**config.mk**
```make
export PLATFORM = sky130hd
export DESIGN_NAME = ascon_seq_ctrl
export DESIGN_NICKNAME = d
export VERILOG_FILES = /design/src/rtl/ascon_seq_ctrl.sv
export SDC_FILE = /design/constraint.sdc
export NUM_CORES = 1
export LEC_CHECK = 0
export ABC_AREA = 1
export CAP_MARGIN = 15
export CORE_AREA = 2 2 406 408
export CTS_CLUSTER_SIZE = 24
export DETAILED_ROUTE_END_ITERATION = 16
export DIE_AREA = 0 0 408 410
export PLACE_DENSITY = 0.41
export SYNTH_ARGS = -nofsm -noshare
export SYNTH_HDL_FRONTEND = slang
export SYNTH_SLANG_ARGS = --single-unit
```
**constraint.sdc**
```tcl
create_clock -name clock_i -period 24.8 [get_ports clock_i]
set_input_delay 4.96 -clock clock_i [delete_from_list [all_inputs] [get_ports clock_i]]
set_output_delay 4.96 -clock clock_i [all_outputs]
set_load 0.005 [all_outputs]
```
**src/rtl/ascon_seq_ctrl.sv**
```systemverilog
// Sequencing controller for an ASCON AEAD core: drives init, associated-data
// absorption, plaintext encryption and finalisation, with a completion timeout.
module ascon_seq_ctrl #(
  parameter int LEN_W   = 5,
  parameter int TIMEOUT = 255
) (
  input  logic             clock_i,
  input  logic             reset_i,
  input  logic             start_i,
  input  logic [LEN_W-1:0] ad_len_i,
  input  logic [LEN_W-1:0] pt_len_i,
  input  logic [127:0]     key_i,
  input  logic [127:0]     nonce_i,
  input  logic [63:0]      blk_data_i,
  input  logic             blk_valid_i,
  output logic             blk_ready_o,
  output logic             init_o,
  output logic             associate_data_o,
  output logic             finalisation_o,
  output logic             data_valid_o,
  output logic [63:0]      data_o,
  output logic [127:0]     key_o,
  output logic [127:0]     nonce_o,
  input  logic             end_initialisation_i,
  input  logic             end_associate_i,
  input  logic             end_cipher_i,
  input  logic             cipher_valid_i,
  input  logic             end_tag_i,
  input  logic [63:0]      cipher_i,
  input  logic [127:0]     tag_i,
  output logic [63:0]      out_data_o,
  output logic             out_valid_o,
  output logic [127:0]     tag_o,
  output logic             done_o,
  output logic             busy_o,
  output logic             err_o
);

  localparam int               TO_W     = (TIMEOUT > 1) ? $clog2(TIMEOUT + 1) : 1;
  localparam logic [TO_W-1:0]  TO_LAST  = TO_W'(TIMEOUT - 1);
  localparam logic [TO_W-1:0]  TO_ZERO  = TO_W'(0);
  localparam logic [TO_W-1:0]  TO_ONE   = TO_W'(1);
  localparam logic [LEN_W-1:0] LEN_ZERO = LEN_W'(0);
  localparam logic [LEN_W-1:0] LEN_ONE  = LEN_W'(1);

  typedef enum logic [3:0] {
    S_IDLE      = 4'd0,
    S_INIT      = 4'd1,
    S_WAIT_INIT = 4'd2,
    S_AD_FETCH  = 4'd3,
    S_AD_WAIT   = 4'd4,
    S_PT_FETCH  = 4'd5,
    S_PT_WAIT   = 4'd6,
    S_FIN_WAIT  = 4'd7,
    S_DONE      = 4'd8
  } state_t;

  state_t           state_q, state_d;
  logic [LEN_W-1:0] ad_cnt_q, ad_cnt_d;
  logic [LEN_W-1:0] pt_cnt_q, pt_cnt_d;
  logic [127:0]     key_q, key_d;
  logic [127:0]     nonce_q, nonce_d;
  logic [63:0]      data_q, data_d;
  logic             dv_q, dv_d;
  logic             assoc_q, assoc_d;
  logic             fin_q, fin_d;
  logic             init_q, init_d;
  logic             ready_q, ready_d;
  logic             busy_q, busy_d;
  logic             done_q, done_d;
  logic             err_q, err_d;
  logic [63:0]      out_data_q, out_data_d;
  logic             out_valid_q, out_valid_d;
  logic [127:0]     tag_q, tag_d;
  logic [TO_W-1:0]  wait_cnt_q, wait_cnt_d;
  logic             xfer_s;
  logic             timeout_s;

  function automatic logic is_wait(input state_t s);
    return (s == S_WAIT_INIT) || (s == S_AD_WAIT) || (s == S_PT_WAIT) || (s == S_FIN_WAIT);
  endfunction

  // State and all output/latched registers
  always_ff @(posedge clock_i or posedge reset_i) begin
    if (reset_i) begin
      state_q     <= S_IDLE;
      ad_cnt_q    <= LEN_ZERO;
      pt_cnt_q    <= LEN_ZERO;
      key_q       <= 128'd0;
      nonce_q     <= 128'd0;
      data_q      <= 64'd0;
      dv_q        <= 1'b0;
      assoc_q     <= 1'b0;
      fin_q       <= 1'b0;
      init_q      <= 1'b0;
      ready_q     <= 1'b0;
      busy_q      <= 1'b0;
      done_q      <= 1'b0;
      err_q       <= 1'b0;
      out_data_q  <= 64'd0;
      out_valid_q <= 1'b0;
      tag_q       <= 128'd0;
      wait_cnt_q  <= TO_ZERO;
    end else begin
      state_q     <= state_d;
      ad_cnt_q    <= ad_cnt_d;
      pt_cnt_q    <= pt_cnt_d;
      key_q       <= key_d;
      nonce_q     <= nonce_d;
      data_q      <= data_d;
      dv_q        <= dv_d;
      assoc_q     <= assoc_d;
      fin_q       <= fin_d;
      init_q      <= init_d;
      ready_q     <= ready_d;
      busy_q      <= busy_d;
      done_q      <= done_d;
      err_q       <= err_d;
      out_data_q  <= out_data_d;
      out_valid_q <= out_valid_d;
      tag_q       <= tag_d;
      wait_cnt_q  <= wait_cnt_d;
    end
  end

  // Next-state, counters and next values of every registered output
  always_comb begin
    state_d     = state_q;
    ad_cnt_d    = ad_cnt_q;
    pt_cnt_d    = pt_cnt_q;
    key_d       = key_q;
    nonce_d     = nonce_q;
    data_d      = data_q;
    dv_d        = 1'b0;
    assoc_d     = 1'b0;
    fin_d       = 1'b0;
    err_d       = 1'b0;
    out_data_d  = out_data_q;
    out_valid_d = 1'b0;
    tag_d       = tag_q;
    xfer_s      = blk_valid_i && ready_q;
    timeout_s   = (wait_cnt_q == TO_LAST);

    case (state_q)
      S_IDLE: begin
        if (start_i) begin
          if (pt_len_i != LEN_ZERO) begin
            ad_cnt_d = ad_len_i;
            pt_cnt_d = pt_len_i;
            key_d    = key_i;
            nonce_d  = nonce_i;
            state_d  = S_INIT;
          end else begin
            err_d = 1'b1;
          end
        end else begin
          state_d = S_IDLE;
        end
      end
      S_INIT: begin
        state_d = S_WAIT_INIT;
      end
      S_WAIT_INIT: begin
        if (end_initialisation_i) begin
          state_d = (ad_cnt_q != LEN_ZERO) ? S_AD_FETCH : S_PT_FETCH;
        end else if (timeout_s) begin
          state_d = S_IDLE;
          err_d   = 1'b1;
        end else begin
          state_d = S_WAIT_INIT;
        end
      end
      S_AD_FETCH: begin
        if (xfer_s) begin
          data_d  = blk_data_i;
          dv_d    = 1'b1;
          assoc_d = 1'b1;
          state_d = S_AD_WAIT;
        end else begin
          state_d = S_AD_FETCH;
        end
      end
      S_AD_WAIT: begin
        if (end_associate_i) begin
          ad_cnt_d = ad_cnt_q - LEN_ONE;
          state_d  = (ad_cnt_q == LEN_ONE) ? S_PT_FETCH : S_AD_FETCH;
        end else if (timeout_s) begin
          state_d = S_IDLE;
          err_d   = 1'b1;
        end else begin
          state_d = S_AD_WAIT;
        end
      end
      S_PT_FETCH: begin
        if (xfer_s) begin
          data_d = blk_data_i;
          dv_d   = 1'b1;
          if (pt_cnt_q == LEN_ONE) begin
            fin_d   = 1'b1;
            state_d = S_FIN_WAIT;
          end else begin
            state_d = S_PT_WAIT;
          end
        end else begin
          state_d = S_PT_FETCH;
        end
      end
      S_PT_WAIT: begin
        if (end_cipher_i) begin
          pt_cnt_d = pt_cnt_q - LEN_ONE;
          state_d  = S_PT_FETCH;
        end else if (timeout_s) begin
          state_d = S_IDLE;
          err_d   = 1'b1;
        end else begin
          state_d = S_PT_WAIT;
        end
      end
      S_FIN_WAIT: begin
        if (end_tag_i) begin
          tag_d   = tag_i;
          state_d = S_DONE;
        end else if (timeout_s) begin
          state_d = S_IDLE;
          err_d   = 1'b1;
        end else begin
          state_d = S_FIN_WAIT;
        end
      end
      S_DONE: begin
        state_d = S_IDLE;
      end
      default: begin
        state_d = S_IDLE;
      end
    endcase

    // Cipher blocks are only meaningful while plaintext is in flight
    if (cipher_valid_i && ((state_q == S_PT_WAIT) || (state_q == S_FIN_WAIT))) begin
      out_data_d  = cipher_i;
      out_valid_d = 1'b1;
    end else begin
      out_valid_d = 1'b0;
    end

    ready_d = (state_d == S_AD_FETCH) || (state_d == S_PT_FETCH);
    busy_d  = (state_d != S_IDLE);
    init_d  = (state_d == S_INIT);
    done_d  = (state_d == S_DONE);

    if ((state_d != state_q) || !is_wait(state_d)) begin
      wait_cnt_d = TO_ZERO;
    end else begin
      wait_cnt_d = wait_cnt_q + TO_ONE;
    end
  end

  assign blk_ready_o      = ready_q;
  assign init_o           = init_q;
  assign associate_data_o = assoc_q;
  assign finalisation_o   = fin_q;
  assign data_valid_o     = dv_q;
  assign data_o           = data_q;
  assign key_o            = key_q;
  assign nonce_o          = nonce_q;
  assign out_data_o       = out_data_q;
  assign out_valid_o      = out_valid_q;
  assign tag_o            = tag_q;
  assign done_o           = done_q;
  assign busy_o           = busy_q;
  assign err_o            = err_q;

endmodule

```
==> reports/results.txt <==
Num CTS Buffers -> 73
Post-Route Skew -> 0.0175 ns
Sequential cell area -> 0.0136 mm²
placed cell areas -> 0.0340 mm²
Post-DP HPWL -> 78.1 mm
Clock Latency Late Sink -> 0.65 ns
Post-CTS Repair Setup Buffers -> 0
reg2reg start -> state_q[3]$_DFF_PP0_
Hold Buf Count CTS -> 0
Pwr Total -> 4.40 mW
sequential fraction of the synthesis area -> 64.5%
leakage -> 16.8 nW
Worst path max stage delay -> 0.85 ns
Post-Place Cells -> 5435
residual DRC count -> 0
share of cells above drive strength 1 -> 7.23%
syn_nets -> 2819
drt via density -> 3.41
FP Rows -> 149
clk sinks -> 543
Core ar. -> 0.163 mm²
area grow syn2layout -> 72.9%
DR vias -> 19000
die width -> 408 µm
first-pass GRT wire length -> 145 mm
Period minus WS final -> 8.51 ns
Peak Freq -> 118 MHz
Port Buffers -> 1051
CP max-delay cell -> buf_4
Synth cell types -> 32
RD Place Congestion -> 0.806
fin nets -> 3859
Yosys top cell area share -> 64.5%
Root Buffer Master -> clkbuf_16
worst hold path startpoint -> tag_o[92]$_DFFE_PP0P_
CP required -> 25.46 ns
status -> finished, final reports clean
CTS HTree Levels -> 3
critical path launch point -> reset_i
Slew HR -> 26.3%
Crit path top cell by count -> buf_4
Layout fillers -> 17900
Final Max Tran Viols -> 0
r2r worst-path depth -> 8
pre-CTS setup slack -> 15.32 ns
Reg clk slew, reported paths -> 0.06 ns
crit path max fanout -> 99
Synth Area per Inst -> 9.24 µm²
wire length on met1 -> 39.2 mm
CTS tree -> yes
CP Launch Type -> primary input
area of the mapped netlist -> 0.0211 mm²
antenna-violating nets left -> 0
Final setup viols -> 0
Setup WS post-layout -> 16.29 ns
initial antenna violation count -> 25
critical path data arrival time -> 9.16 ns
Synth Instances -> 2281
fin crit share -> 34.3%
Crit. path cell count -> 6
highest metal used -> met5
maximum VDD drop -> 0.0535 mV
CP top delay family -> buffers and inverters
Routed WL -> 104 mm
Buf+Inv Stages, Crit Path -> 6
area of the multi-input gates -> 0.00684 mm²
drt first pass iters -> 5
routed wire length per instance -> 18.6 µm
die height -> 410 µm
Reg2Reg Setup Slack -> 21.19 ns
Layout Utilization -> 22.3%
unrepaired setup endpoints after global routing -> no
Tot GR Track Use -> 12.0%
critical-path cell list -> clkdlybuf4s50_1 > inv_8 > buf_4 > buf_4 > buf_4 > buf_4
DR WL met3 -> 8.87 mm
final hold vios -> 0
largest area contributor in the netlist -> dfrtp_1
pin count of the biggest net entering global routing -> 121
post-CTS sizing -> 0
Hold Path Class -> register to register
CP Class -> primary input to asynchronous set/reset pin
met2 wire length -> 52.0 mm
setup TNS -> 0 ns
Worst-Margin Slew -> 1.11 ns
power per cell area -> 121 mW/mm²
Initial Utilization -> 12.9%
CP endpoint kind -> asynchronous set/reset pin
#FFs+latches synth -> 543
number of top-level pins -> 1052
Fin Hold WS -> 0.466 ns
clock buffer depth -> 3
reg-to-reg endpoint -> key_o[33]$_DFFE_PP0P_
Max-cap violations -> 0
GRT overflow -> 0
Warnings, synthesis -> 0
die area -> 0.167 mm²
Post-Layout Cell Count -> 5568
Synth area leaders -> dfrtp_1, nand2_1, mux2_2
design area -> 0.0365 mm²
vias in the first global route -> 19400
Detailed Route Iter0 Violations -> 1092
Worst setup endpoint -> nonce_o[114]$_DFFE_PP0P_
-- cell usage after synthesis --
master	count
buf_6	5
dfrtp_1	543
a31oi_1	1
o211ai_1	4
nor2_2	15
inv_2	9
nor3b_1	1
mux2_2	64
a21oi_1	5
buf_4	1
buf_2	72
a211oi_1	1
nor3_1	2
nor2_1	29
nand3_1	17
nor2_8	1
xor2_1	8
nand2_4	3
clkbuf_1	20
ha_1	7
buf_1	7
clkinv_1	1
or2_1	1
nand2_2	5
inv_1	30
nor2_4	4
xnor2_1	2
nand4_1	3
o221ai_1	1
nand2_1	1397
nand3_2	6
o21ai_0	16
-- layout make-up --
cell class	count	share of cell area, %
diodes	3	0.0206
clock buffers	113	6.14
clock inverters	17	0.559
inverters	40	0.460
multi-input cells	1593	18.8
flip-flops and latches	543	37.3
well taps	2189	7.51
repair buffers	1070	29.3
-- power breakdown --
part	switching [mW]	internal (mW)
Clock	0.434	0.645
Sequential	0.248	1.30
Combinational	0.794	0.974
Total	1.48	2.92
-- registers in the layout, summed over array words and instances (netlist names), 4 cells and up --
| name | count |
|---|---|
| out_data_o | 64 |
| state_q | 4 |
| data_o | 64 |
| pt_cnt_q | 5 |
| tag_o | 128 |
| key_o | 128 |
| ad_cnt_q | 5 |
| nonce_o | 128 |
| wait_cnt_q | 8 |
-- cells in the final DEF (no fill, tap or decap), types with 2 or more instances in the layout --
master           synthesis  routed
nand3_1                 17      16
nor2_4                   4       5
inv_8                    0       2
mux2_2                  64      64
clkinv_2                 0       7
inv_6                    0       4
dfrtp_1                543     543
diode_2                  0       3
nor2_2                  15      14
nand3_2                  6       6
ha_1                     7       7
xnor2_1                  2       2
nor3_1                   2       2
nand4_1                  3       3
buf_4                    1      18
a21oi_1                  5       5
xor2_1                   8       8
bufinv_16                0       2
inv_2                    9       8
nand2_4                  3       3
o211ai_1                 4       4
o21ai_0                 16      16
nor2_1                  29      29
nand2_1               1397    1396
nand2_2                  5       6
inv_1                   30      28
clkbuf_16                0      75
clkdlybuf4s50_1          0    1051
clkbuf_8                 0      22
clkbuf_1                20      16
-- worst min path at each step --
stage	endpoint	cells past startpoint	slack, ns
6_report	tag_o[92]$_DFFE_PP0P_	2	0.47
5_1_grt	nonce_o[6]$_DFFE_PP0P_	2	0.48
4_1_cts	tag_o[92]$_DFFE_PP0P_	2	0.47
3_5_place_dp	tag_o[92]$_DFFE_PP0P_	2	0.46
3_3_place_gp	key_o[112]$_DFFE_PP0P_	2	0.45
2_1_floorplan	wait_cnt_q[0]$_DFF_PP0_	1	0.46
-- worst min-delay path: cells and delay by family, from the launching register on --
kind	cells	cell delay (ns)
AND/OR/NAND/NOR	2	0.10
flip-flops	1	0.34
-- per-layer routing --
layer,GRT usage [%],vias to the layer above
met4,4.63,20
met5,0,-
met2,20.8,697
met1,13.2,9061
li1,-,9056
met3,4.67,149
-- kinds of logic after synthesis --
family                   count (synthesis)  synth area share, %
adder cells (fa/ha/maj)                  7                0.415
multiplexers                            64                 3.42
XOR/XNOR                                10                0.415
flip-flops                             543                 64.5
buffers and inverters                  145                 3.20
AO/OA/AOI/OAI                           28                0.748
AND/OR/NAND/NOR                       1484                 27.3
Note: power is estimated with default switching activity, not from simulation.
